File: src/rtl/drum_pkg.sv
// Shared types and constants for the drum mesh column sequencer.
// Optional build macro: DRUM_AUDIO_SCALE_EN (sample scaling with saturation).
package drum_pkg;

  typedef logic signed [17:0] node_t;

  localparam int N_ROWS_DEF     = 30;
  localparam int CENTER_ROW_DEF = 15;

  typedef enum logic [2:0] {
    IDLE,
    PRIME,
    FETCH,
    CALC,
    WRITE
  } col_state_t;

  localparam node_t SAT_MAX = 18'sh1FFFF;
  localparam node_t SAT_MIN = 18'sh20000;

endpackage

File: src/rtl/drum_sample_port.sv
// Audio sample register with valid/ready handshake and overrun flag.
// Optional build macro: DRUM_AUDIO_SCALE_EN (x4 scaling, saturated).
module drum_sample_port
  import drum_pkg::*;
#(
  parameter int W = 18
) (
  input  logic         clk,
  input  logic         reset,
  input  logic         start,
  input  logic         idle,
  input  logic         capture,
  input  logic         publish,
  input  logic [W-1:0] next_val,
  input  logic         sample_ready,
  output logic         accept,
  output logic [W-1:0] sample,
  output logic         sample_valid,
  output logic         overrun
);

  logic [W-1:0] cap_val;

`ifdef DRUM_AUDIO_SCALE_EN
  logic [W+1:0] wide;

  // Top three bits must agree, otherwise the shift overflowed.
  always_comb begin
    wide    = {{2{next_val[W-1]}}, next_val} << 2;
    cap_val = wide[W-1:0];
    if (!(wide[W+1:W-1] == 3'b000 ||
          wide[W+1:W-1] == 3'b111)) begin
      if (next_val[W-1])
        cap_val = W'(SAT_MIN);
      else
        cap_val = W'(SAT_MAX);
    end
  end
`else
  assign cap_val = next_val;
`endif

  // Valid is judged before this cycle's acceptance takes effect.
  assign accept = start && idle && !sample_valid;

  always_ff @(posedge clk) begin
    if (reset) begin
      sample       <= '0;
      sample_valid <= 1'b0;
      overrun      <= 1'b0;
    end else begin
      if (capture)
        sample <= cap_val;
      if (publish)
        sample_valid <= 1'b1;
      else if (sample_valid && sample_ready)
        sample_valid <= 1'b0;
      if (start && idle && sample_valid)
        overrun <= 1'b1;
    end
  end

endmodule

File: src/rtl/drum_column_sequencer.sv
// Sweeps one drum mesh column per time-step through the node update unit.
// Optional build macro: DRUM_AUDIO_SCALE_EN (scaled audio sample).
module drum_column_sequencer
  import drum_pkg::*;
#(
  parameter int N_ROWS     = N_ROWS_DEF,
  parameter int CENTER_ROW = CENTER_ROW_DEF,
  parameter int W          = 18,
  parameter int AW         = 5
) (
  input  logic          clk,
  input  logic          reset,
  input  logic          start,
  output logic          busy,
  output logic          done,
  output logic [AW-1:0] rd_addr,
  input  logic [W-1:0]  curr_rd_data,
  input  logic [W-1:0]  prev_rd_data,
  output logic          wr_en,
  output logic [AW-1:0] wr_addr,
  output logic [W-1:0]  curr_wr_data,
  output logic [W-1:0]  prev_wr_data,
  output logic [W-1:0]  node_curr,
  output logic [W-1:0]  node_prev,
  output logic [W-1:0]  node_up,
  output logic [W-1:0]  node_down,
  input  logic [W-1:0]  node_next,
  output logic [W-1:0]  col_curr,
  output logic [W-1:0]  sample,
  output logic          sample_valid,
  input  logic          sample_ready,
  output logic          overrun
);

  localparam logic [AW-1:0] LAST = AW'(N_ROWS - 1);
  localparam logic [AW-1:0] CTR  = AW'(CENTER_ROW);

  col_state_t    state, state_nx;
  logic [AW-1:0] r;
  logic [AW:0]   r2;
  logic [W-1:0]  here_curr, here_prev;
  logic [W-1:0]  up, up_prev, down;
  logic          last, in_write, idle;
  logic          accept, capture, sweep_end;

  assign last      = (r == LAST);
  assign in_write  = (state == WRITE);
  assign idle      = (state == IDLE);
  assign sweep_end = in_write && last;
  assign capture   = in_write && (r == CTR);
  assign r2        = {1'b0, r} + (AW+1)'(2);

  always_ff @(posedge clk) begin
    if (reset)
      state <= IDLE;
    else
      state <= state_nx;
  end

  always_comb begin
    state_nx = state;
    unique case (state)
      IDLE:    if (accept) state_nx = PRIME;
      PRIME:   state_nx = FETCH;
      FETCH:   state_nx = CALC;
      CALC:    state_nx = WRITE;
      WRITE:   state_nx = last ? IDLE : FETCH;
      default: state_nx = IDLE;
    endcase
  end

  // rd_addr idles at 0 so row-0 data is already in flight at start.
  always_ff @(posedge clk) begin
    if (reset) begin
      busy      <= 1'b0;
      done      <= 1'b0;
      rd_addr   <= '0;
      r         <= '0;
      here_curr <= '0;
      here_prev <= '0;
      up        <= '0;
      up_prev   <= '0;
      down      <= '0;
    end else begin
      done <= 1'b0;
      unique case (state)
        IDLE: begin
          if (accept) begin
            busy    <= 1'b1;
            rd_addr <= '0;
          end
        end
        PRIME: begin
          here_curr <= curr_rd_data;
          here_prev <= prev_rd_data;
          down      <= '0;
          r         <= '0;
          rd_addr   <= AW'(1);
        end
        FETCH: ;
        CALC: begin
          up      <= last ? '0 : curr_rd_data;
          up_prev <= prev_rd_data;
        end
        WRITE: begin
          down      <= here_curr;
          here_curr <= up;
          here_prev <= up_prev;
          if (last) begin
            done    <= 1'b1;
            busy    <= 1'b0;
            rd_addr <= '0;
          end else begin
            r <= r + AW'(1);
            if (r2 < (AW+1)'(N_ROWS))
              rd_addr <= r2[AW-1:0];
          end
        end
        default: ;
      endcase
    end
  end

  assign wr_en        = in_write;
  assign wr_addr      = in_write ? r : '0;
  assign curr_wr_data = in_write ? node_next : '0;
  assign prev_wr_data = in_write ? here_curr : '0;

  assign node_curr = here_curr;
  assign node_prev = here_prev;
  assign node_up   = up;
  assign node_down = down;
  assign col_curr  = here_curr;

  drum_sample_port #(
    .W(W)
  ) u_sample (
    .clk          (clk),
    .reset        (reset),
    .start        (start),
    .idle         (idle),
    .capture      (capture),
    .publish      (sweep_end),
    .next_val     (node_next),
    .sample_ready (sample_ready),
    .accept       (accept),
    .sample       (sample),
    .sample_valid (sample_valid),
    .overrun      (overrun)
  );

endmodule

File: config.mk
export PLATFORM = sky130hd
export DESIGN_NAME = drum_column_sequencer
export DESIGN_NICKNAME = d
export VERILOG_FILES = /design/src/rtl/drum_pkg.sv /design/src/rtl/drum_sample_port.sv /design/src/rtl/drum_column_sequencer.sv
export SDC_FILE = /design/constraint.sdc
export NUM_CORES = 1
export LEC_CHECK = 0
export CORE_MARGIN = 4
export CORE_UTILIZATION = 44
export CTS_BUF_LIST = sky130_fd_sc_hd__clkbuf_4
export DETAILED_ROUTE_END_ITERATION = 10
export GPL_ROUTABILITY_DRIVEN = 0
export PLACE_DENSITY = 0.81
export SYNTH_ARGS = -nofsm -noshare
export SYNTH_HDL_FRONTEND = slang
export SYNTH_SLANG_ARGS = --single-unit
File: constraint.sdc
create_clock -name clk -period 2.2 [get_ports clk]
set_input_delay 0.44 -clock clk [delete_from_list [all_inputs] [get_ports clk]]
set_output_delay 0.44 -clock clk [all_outputs]
set_load 0.1 [all_outputs]
==> metrics.txt, run 1 <==
cts bufs inserted 17; CP Class flop to primary output; I/O Pins approximately 220; delay-heaviest family, CP simple AND/OR/NAND/NOR gates; PD cells between 700 and 800 nW/µm²; num rows 39; VDD IR max 0.449 mV; Avg Vias per Cell 5.31; Syn Area/Cell just over 8 µm²; Post-DP HPWL 11400 µm; Synth Flop Type dfxtp_1; FFs w/ async S/R, synth 0%; post-layout min period 2.32 ns; CORE AREA 11500 µm²; CP endpoint kind primary output; All-Layer GR Usage a little under a quarter; Slew headroom between 40% and 50%; skew final around 0.016 ns; vias in the first global route 5061; CP Launch Type flop; DP Area about 7500 µm²; final net count around 900; clock root buffer clkbuf_4; Post-DRT Antenna Nets 0; top-count cell post-synth nand2_1; final worst-path cycle share 105%; largest net degree at the start of global routing 63; final cell utilization of the core 70.4%; first-pass GRT wire length 25600 µm; initial core utilization 45.2%; EDFF count, synth 0; Final Hold Viols 0; crit path DAT roughly 1.9 ns; top-area cell type share of the netlist area between 40% and 50%; initial antenna violation count 1; Highest Clock Rate between 400 and 500 MHz; worst hold path class input pin to flop; Detailed Route WL between 15000 and 20000 µm; H-Tree Level Count 4; critical path's most frequent cell buf_12; clock sinks 125; Tot Pwr roughly 6 mW; port buffer count 216; Die W 116 µm; GR Overflow Total 0; Synth warnings 0; CTS tree built; Worst-Skew Late Latency 0.51 ns; synthesized flop and latch total 125; worst-path cell chain or3b_4 > clkinv_8 > buf_12 > and2_4 > buf_12; Clock Path Buffers 2; Post-Syn Instances 641; Post-Layout Inst Area 8070 µm²; distinct cell type count after synthesis 40; max-slew violations 0; Critical Path RT 1.76 ns; dpl cells between 900 and 1000; setup TNS -4.33 ns; DRC viols 0; Mapped Area 5180 µm²; final worst slack -0.116 ns; Clk pin slew, worst setup/hold paths around 0.10 ns; Area contributors post-synth dfxtp_1 (48%), nand2_1 (11%), a21oi_1 (6.3%); DR WL/cell roughly 17 µm; Seq/Total Area, Yosys between 40% and 50%; starting DRC count in detailed routing between 300 and 400; critical path's slowest cell or3b_4; failing checks negative setup slack; Final Non-Filler Cells roughly 1000; Worst Max-Slew Pin Slew 0.851 ns; Die H between 100 and 150 µm; Post-synth top cells nand2_1 (148), dfxtp_1 (125), nor2_1 (82), a21oi_1 (65), and2_1 (40); die area 13600 µm²; syn nets 703; Max Fanout on Critical Path 10; slowest stage delay, CP 0.44 ns; Max-cap violations 0; Final Setup Violations 42; LEAKAGE ~3.3 nW; status finished with violations; Layout area overhead 55.9%; drt first pass iters 5; fillcell total just under 900; DR vias about 5300; largest area contributor in the netlist dfxtp_1; crit path buf inv count 3; layout cells sized above 1 between 30 and 40%; RSZ-0062 raised after global routing true
power breakdown:
group          leakage [nW]  internal [mW]  total [mW]  switching, mW
combinational          2.17          0.452        1.87           1.42
sequential             1.02           2.38        2.47         0.0948
clock                 0.145          0.700        1.49          0.785
final timing paths:
| kind | end | from | slack [ns] | cells past startpoint |
|---|---|---|---|---|
| worst max-delay path | prev_wr_data[2] | state[0] | -0.12 | 5 |
| worst min-delay path | node_down[14] | reset | 0.43 | 2 |
| worst min register to register | u_sample.sample[8] | u_sample.sample[8] | 0.46 | 2 |
| worst max register to register | rd_addr[3] | state[0] | 0.11 | 8 |
state kept, by name, indices dropped and copies added, names as in the netlist:
| signal | flops |
|---|---|
| col_curr | 18 |
| node_down | 18 |
| node_prev | 18 |
| node_up | 18 |
| u_sample.sample | 18 |
| up_prev | 18 |
| r | 5 |
| rd_addr | 5 |
| state | 3 |
| busy | 1 |
| done | 1 |
| u_sample.overrun | 1 |
| u_sample.sample_valid | 1 |
repair_timing:
item,CTS,global route
hold buffers,0,0
gates resized for setup,35,0
buffers inserted,6,6
pin swaps,5,5
setup endpoints to repair,42,47
gates cloned,2,2
area by class of cell:
cell class	instances	area [µm²]	area share (%)
diodes	1	2.50	0.0310
clock buffers	21	158	1.95
clock inverters	10	98.8	1.22
inverters	4	27.5	0.341
multi-input cells	442	2420	30.0
flip-flops and latches	125	2500	31.0
well taps	143	179	2.22
repair buffers	250	2680	33.2
stage by stage:
step                      hold WS [ns]  worst slack, ns
final                            0.426           -0.116
after global routing             0.410           -0.238
after CTS                        0.399           -0.164
after detailed placement         0.447            0.215
after global placement           0.442            0.243
after floorplan                  0.437           -0.178
worst reg2reg max path, cell delays in order, from the launching register on:
cell and delay [ns]:
dfxtp_2 0.33, or3b_4 0.44, clkinv_8 0.12, buf_16 0.11, buf_4 0.09, buf_4 0.19, nand2_4 0.09, o31a_1 0.31
mux2_2 0.30
metal layers:
layer / track usage, % / up-vias / part of all wire [%]
met4: 10.4 / 0 / 2.6
met3: 5.54 / 36 / 7.0
met1: 28.0 / 2503 / 39
met2: 41.9 / 198 / 51
li1: - / 2547 / -
met5: 0 / - / 0
cell usage in the layout, fill, tap and decap left out, drive strengths merged, types with 3 or more instances in the layout:
cell / n
nand2b: 5
buf: 192
inv: 3
o21ai: 3
ha: 4
a22oi: 19
clkinv: 8
dfxtp: 125
a311oi: 37
nor2b: 4
a21oi: 65
nor2: 82
nand2: 149
clkdlybuf4s50: 56
mux2: 3
nor3: 5
clkbuf: 23
and2: 40
kinds of logic after synthesis:
kind of cell	after synthesis	synth area share, %
mux	5	1.04
fa+ha+maj	4	0.967
flops	125	48.3
compound gates	131	16.7
simple gates	299	25.2
xor+xnor	3	0.508
buf+inv	74	7.30
(Power assumes the default switching activity.)
==> inputs of run 2 (changes only) <==
--- a/config.mk
+++ b/config.mk
@@ -5,12 +5,16 @@
 export SDC_FILE = /design/constraint.sdc
 export NUM_CORES = 1
 export LEC_CHECK = 0
+export CELL_PAD_IN_SITES_DETAIL_PLACEMENT = 1
+export CELL_PAD_IN_SITES_GLOBAL_PLACEMENT = 1
 export CORE_MARGIN = 4
-export CORE_UTILIZATION = 44
+export CORE_UTILIZATION = 31
 export CTS_BUF_LIST = sky130_fd_sc_hd__clkbuf_4
+export CTS_CLUSTER_DIAMETER = 50
 export DETAILED_ROUTE_END_ITERATION = 10
 export GPL_ROUTABILITY_DRIVEN = 0
 export PLACE_DENSITY = 0.81
 export SYNTH_ARGS = -nofsm -noshare
 export SYNTH_HDL_FRONTEND = slang
 export SYNTH_SLANG_ARGS = --single-unit
+export TNS_END_PERCENT = 50
==> run 2 against run 1 <==
  * The flow still finishes with violations (negative setup slack)
  * Flip-flop and latch count is the same
  * Sequential power barely moved
  * First-iteration DRC count is 39% lower
  * Routed wire length up 15%
  * Critical endpoint is now prev_wr_data[3]
  * Clock-buffer cell count down 2
  * Core utilization down 20 points
  * Design area grew 0.62%
  * Clock skew fell by 0.0069 ns
  * Maximum frequency is 1.0% lower
  * Critical path depth unchanged
  * Non-clock buffer count grew 5
==> metrics.txt, run 2 (same netlist as run 1, synthesis figures left out) <==
Min Hold Slack 0.462 ns (was 0.426 ns); Tot Pwr 5.72 mW (was 5.83 mW); Post-Layout Inst Area 8120 µm² (was 8070 µm²); RSZ-0062 raised after global routing true (unchanged); initial core utilization 32.1% (was 45.2%); first-pass GRT wire length 29600 µm (was 25600 µm); DP Area 7670 µm² (was 7540 µm²); Clock Path Buffers 2 (unchanged); setup TNS -4.82 ns (was -4.33 ns); die area 18800 µm² (was 13600 µm²); failing checks negative setup slack (unchanged); Worst Max-Slew Pin Slew 0.729 ns (was 0.851 ns); CP Class flop to primary output (unchanged); Highest Clock Rate 427 MHz (was 432 MHz); CTS Hold Bufs 0 (unchanged); CTS tree built (unchanged); I/O Pins 217 (unchanged); Detailed Route WL 19100 µm (was 16600 µm); critical path's slowest cell or3b_4 (unchanged); Layout area overhead 56.9% (was 55.9%); cts bufs inserted 17 (unchanged); H-Tree Level Count 4 (unchanged); clock root buffer clkbuf_4 (unchanged); Die W 137 µm (was 116 µm); Post-DRT Antenna Nets 0 (unchanged); LEAKAGE 3.33 nW (about the same); largest net degree at the start of global routing 68 (was 63); CORE AREA 16100 µm² (was 11500 µm²); commonest cells after routing, fill and taps aside buf_4 (151), nand2_1 (147), dfxtp_1 (123) (was nand2_1 (148), buf_4 (143), dfxtp_1 (123)); worst hold path class flop to flop (was input pin to flop); DRC viols 0 (unchanged); Max Fanout on Critical Path 7 (was 10); GR Overflow Total 0 (unchanged); final worst-path cycle share 106% (was 105%); worst-path cell chain or3b_4 > clkinv_8 > clkbuf_16 > and2_4 > buf_12 (was or3b_4 > clkinv_8 > buf_12 > and2_4 > buf_12); crit path DAT 1.90 ns (was 1.88 ns); CP Launch Type flop (unchanged); num rows 46 (was 39); initial antenna violation count 1 (unchanged); DR WL/cell 17.8 µm (was 16.7 µm); Avg Vias per Cell 4.94 (was 5.31); Worst-Skew Late Latency 0.51 ns (about the same); Final Non-Filler Cells 1075 (was 996); All-Layer GR Usage 19.9% (was 24.0%); drt first pass iters 5 (unchanged); layout cells sized above 1 32.4% (was 32.0%); dpl cells 1028 (was 949); status finished with violations (unchanged); PD cells 704 nW/µm² (was 722 nW/µm²); skew final 0.00958 ns (was 0.0165 ns); VDD IR max 0.421 mV (was 0.449 mV); Die H 137 µm (was 116 µm); final net count 908 (was 902); slowest stage delay, CP 0.45 ns (was 0.44 ns); Slew headroom 51.4% (was 43.3%); pre-CTS setup slack 0.153 ns (was 0.215 ns); Post-DP HPWL 13700 µm (was 11400 µm); max-slew violations 0 (unchanged); starting DRC count in detailed routing 195 (was 318); Final Setup Violations 42 (unchanged); port buffer count 216 (unchanged); Final Hold Viols 0 (unchanged); DR vias 5313 (was 5284); post-layout min period 2.34 ns (was 2.32 ns); final worst slack -0.140 ns (was -0.116 ns); final cell utilization of the core 50.4% (was 70.4%); CP endpoint kind primary output (unchanged); vias in the first global route 5751 (was 5061); Clk pin slew, worst setup/hold paths 0.10 ns (about the same); Max-cap violations 0 (unchanged); commonest non-fill, non-tap cell in the layout buf_4 (was nand2_1); Critical Path RT 1.76 ns (about the same); clock sinks 125 (unchanged)
==> run 2: cell type report <==
class	instances	area [µm²]
Antenna cell	1	2.50
Clock buffer	19	143
Clock inverter	12	80.1
Fill cell	1900	7990
Inverter	4	27.5
Multi-Input combinational cell	442	2430
Sequential cell	125	2500
Tap cell	216	270
Timing Repair Buffer	255	2660
Timing Repair inverter	1	8.76
==> run 2: routing by layer <==
layer | up-vias | wire, µm | global-route usage [%]
li1 | 2551 | - | -
met1 | 2553 | 7520 | 21.7
met2 | 181 | 9840 | 35.7
met3 | 28 | 1260 | 5.51
met4 | 0 | 481 | 8.81
met5 | - | 0 | 0
==> run 2: repair_timing <==
item                       4_1_cts  5_1_grt
setup buffers                    7        6
setup endpoints to repair       42       54
pin swaps                        0        3
cloned                           1        1
gates resized for setup         29        3
==> run 2: worst paths after layout <==
check	start	end	slack, ns	depth (start not counted)
setup / recovery	state[0]	prev_wr_data[3]	-0.14	5
hold / removal	up_prev[5]	up_prev[5]	0.46	2
setup reg to reg	state[0]	rd_addr[4]	0.13	7
hold reg to reg	up_prev[5]	up_prev[5]	0.46	2
==> run 2: critical path, delay by kind of cell (launching register included) <==
kind	cells	cell delay, ns
buffers and inverters	3	0.45
DFF	1	0.34
and+or+nand+nor	2	0.60
==> run 2: power by group <==
group | switching (mW) | total, mW | internal [mW]
clock | 0.807 | 1.36 | 0.548
combinational | 1.44 | 1.89 | 0.454
sequential | 0.0938 | 2.47 | 2.38
total | 2.34 | 5.72 | 3.38
==> inputs of run 3 (changes only) <==
==> constraint.sdc (replaced) <==
create_clock -name clk -period 2.2 [get_ports clk]
set_input_delay 0.22 -clock clk [delete_from_list [all_inputs] [get_ports clk]]
set_output_delay 0.22 -clock clk [all_outputs]
set_load 0.1 [all_outputs]
==> run 3 against run 2 <==
  * The run now ends clean
  * Flip-flop and latch count is the same
  * Largest power group unchanged
  * Clock-buffer cell count unchanged
  * First-iteration DRC count rose by 3.1%
  * Maximum frequency increased by 7.6%
==> metrics.txt, run 3 (same netlist as run 1, synthesis figures left out) <==
drt first pass iters 4 (was 5); Min Hold Slack 0.179 ns (was 0.462 ns); skew final 0.0124 ns (was 0.00958 ns); Post-Layout Inst Area 8270 µm² (was 8120 µm²); HP Start reset (was up_prev[5]); DR vias 5279 (was 5313); die area 18800 µm² (unchanged); Detailed Route WL 18600 µm (was 19100 µm); CP Class flop to primary output (unchanged); LEAKAGE 3.38 nW (was 3.33 nW); worst hold path class input pin to flop (was flop to flop); CP Launch Type flop (unchanged); H-Tree Level Count 4 (unchanged); Clock Path Buffers 2 (unchanged); PD cells 744 nW/µm² (was 704 nW/µm²); first-pass GRT wire length 27900 µm (was 29600 µm); worst flop-to-flop path startpoint state[0] (unchanged); Slew headroom 37.9% (was 51.4%); Tot Pwr 6.15 mW (was 5.72 mW); CTS Hold Bufs 0 (unchanged); VDD IR max 0.389 mV (was 0.421 mV); Worst-Skew Late Latency 0.53 ns (was 0.51 ns); final worst-path cycle share 98.9% (was 106%); post-layout min period 2.18 ns (was 2.34 ns); Worst Max-Slew Pin Slew 0.932 ns (was 0.729 ns); commonest cells after routing, fill and taps aside buf_4 (149), nand2_1 (148), dfxtp_1 (123) (was buf_4 (151), nand2_1 (147), dfxtp_1 (123)); Die H 137 µm (unchanged); RSZ-0062 raised after global routing true (unchanged); FF-to-FF path depth 7 (unchanged); Final Hold Viols 0 (unchanged); max-slew violations 0 (unchanged); clock sinks 125 (unchanged); CORE AREA 16100 µm² (unchanged); num rows 46 (unchanged); port buffer count 216 (unchanged); CTS tree built (unchanged); initial antenna violation count 1 (unchanged); Post-DP HPWL 12400 µm (was 13700 µm); status finished, final reports clean (was finished with violations); R2R setup slack 0.15 ns (was 0.13 ns); I/O Pins 217 (unchanged); Highest Clock Rate 460 MHz (was 427 MHz); final cell utilization of the core 51.3% (was 50.4%); DRC viols 0 (unchanged); Cells on Worst Hold Path 2 (unchanged); vias in the first global route 5240 (was 5751); All-Layer GR Usage 18.9% (was 19.9%); Die W 137 µm (unchanged); Hold Crit Endpoint state[2] (was up_prev[5]); starting DRC count in detailed routing 201 (was 195); DR WL/cell 17.3 µm (was 17.8 µm); Critical Path RT 1.98 ns (was 1.76 ns); commonest non-fill, non-tap cell in the layout buf_4 (unchanged); final net count 909 (was 908); Clk pin slew, worst setup/hold paths 0.11 ns (was 0.10 ns); GR Overflow Total 0 (unchanged); Max-cap violations 0 (unchanged); crit path DAT 1.96 ns (was 1.90 ns); Max Fanout on Critical Path 41 (was 7); Final Setup Violations 0 (was 42); clock root buffer clkbuf_4 (unchanged); layout cells sized above 1 32.8% (was 32.4%); largest net degree at the start of global routing 52 (was 68); initial core utilization 32.1% (unchanged); DP Area 7630 µm² (was 7670 µm²); endpoint of the worst-slack reg-to-reg timing path rd_addr[1] (was rd_addr[4]); Post-DRT Antenna Nets 0 (unchanged); cts bufs inserted 17 (unchanged); Avg Vias per Cell 4.90 (was 4.94); Layout area overhead 59.7% (was 56.9%); CP endpoint kind primary output (unchanged); final worst slack 0.0248 ns (was -0.140 ns); pre-CTS setup slack 0.310 ns (was 0.153 ns)
[run 3: cell types whose count changed in the layout (fill, tap and decap cells not counted), sizes merged]
cell      before  now
clkinv        12    6
bufinv         1    4
clkinvlp       1    4
clkbuf        20   22
[run 3: metal layers]
metal	track usage, %	up-vias	share of wire (%)
met5	0	-	0
met4	6.49	0	1.8
met3	6.06	22	6.7
met2	32.6	164	50
met1	22.1	2527	42
li1	-	2566	-
[run 3: final cells by class]
class                      instances  area [µm²]
clock inverter                    13         173
timing repair buffer             257        2740
clock buffer                      19         143
tap                              216         270
multi-input combinational        442        2410
inverter                           4        27.5
antenna                            1        2.50
sequential                       125        2500
fill                            1873        7850
[run 3: worst max-delay path by stage]
stage,startpoint,endpoint,slack (ns),depth (start not counted)
after global routing,state[2],wr_addr[1],-0.07,4
after floorplan,state[1],wr_addr[1],-0.40,5
after detailed placement,state[0],r[1],0.31,5
final,state[0],wr_addr[1],0.02,4
after CTS,state[1],prev_wr_data[2],-0.12,5
after global placement,start,rd_addr[4],0.35,5
[run 3: report_power, final]
group	internal (mW)	switching (mW)	total [mW]
logic	0.454	1.43	1.88
clock network	0.912	0.882	1.79
registers	2.38	0.0950	2.47
total	3.74	2.41	6.15
[run 3: worst max-delay path, cell delays in order (launching register included)]
cell and delay, ns:
dfxtp_2 0.34, or3b_4 0.44, buf_8 0.21, nor2_2 0.19, buf_12 0.20
[run 3: timing repair]
item / 4_1_cts / 5_1_grt
endpoints found under the setup margin: 42 / 41
cloned: 2 / 3
resized for setup: 37 / 8
pin swaps: 2 / 8
setup buffers: 2 / 11
[run 3: stage by stage]
| step | setup TNS (ns) | std cells |
|---|---|---|
| 2_1_floorplan | -1.60 | 641 |
| 3_3_place_gp | 0 | 1027 |
| 3_5_place_dp | 0 | 1027 |
| 4_1_cts | -2.48 | 1063 |
| 5_1_grt | -0.862 | 1077 |
| 6_report | 0 | 1077 |
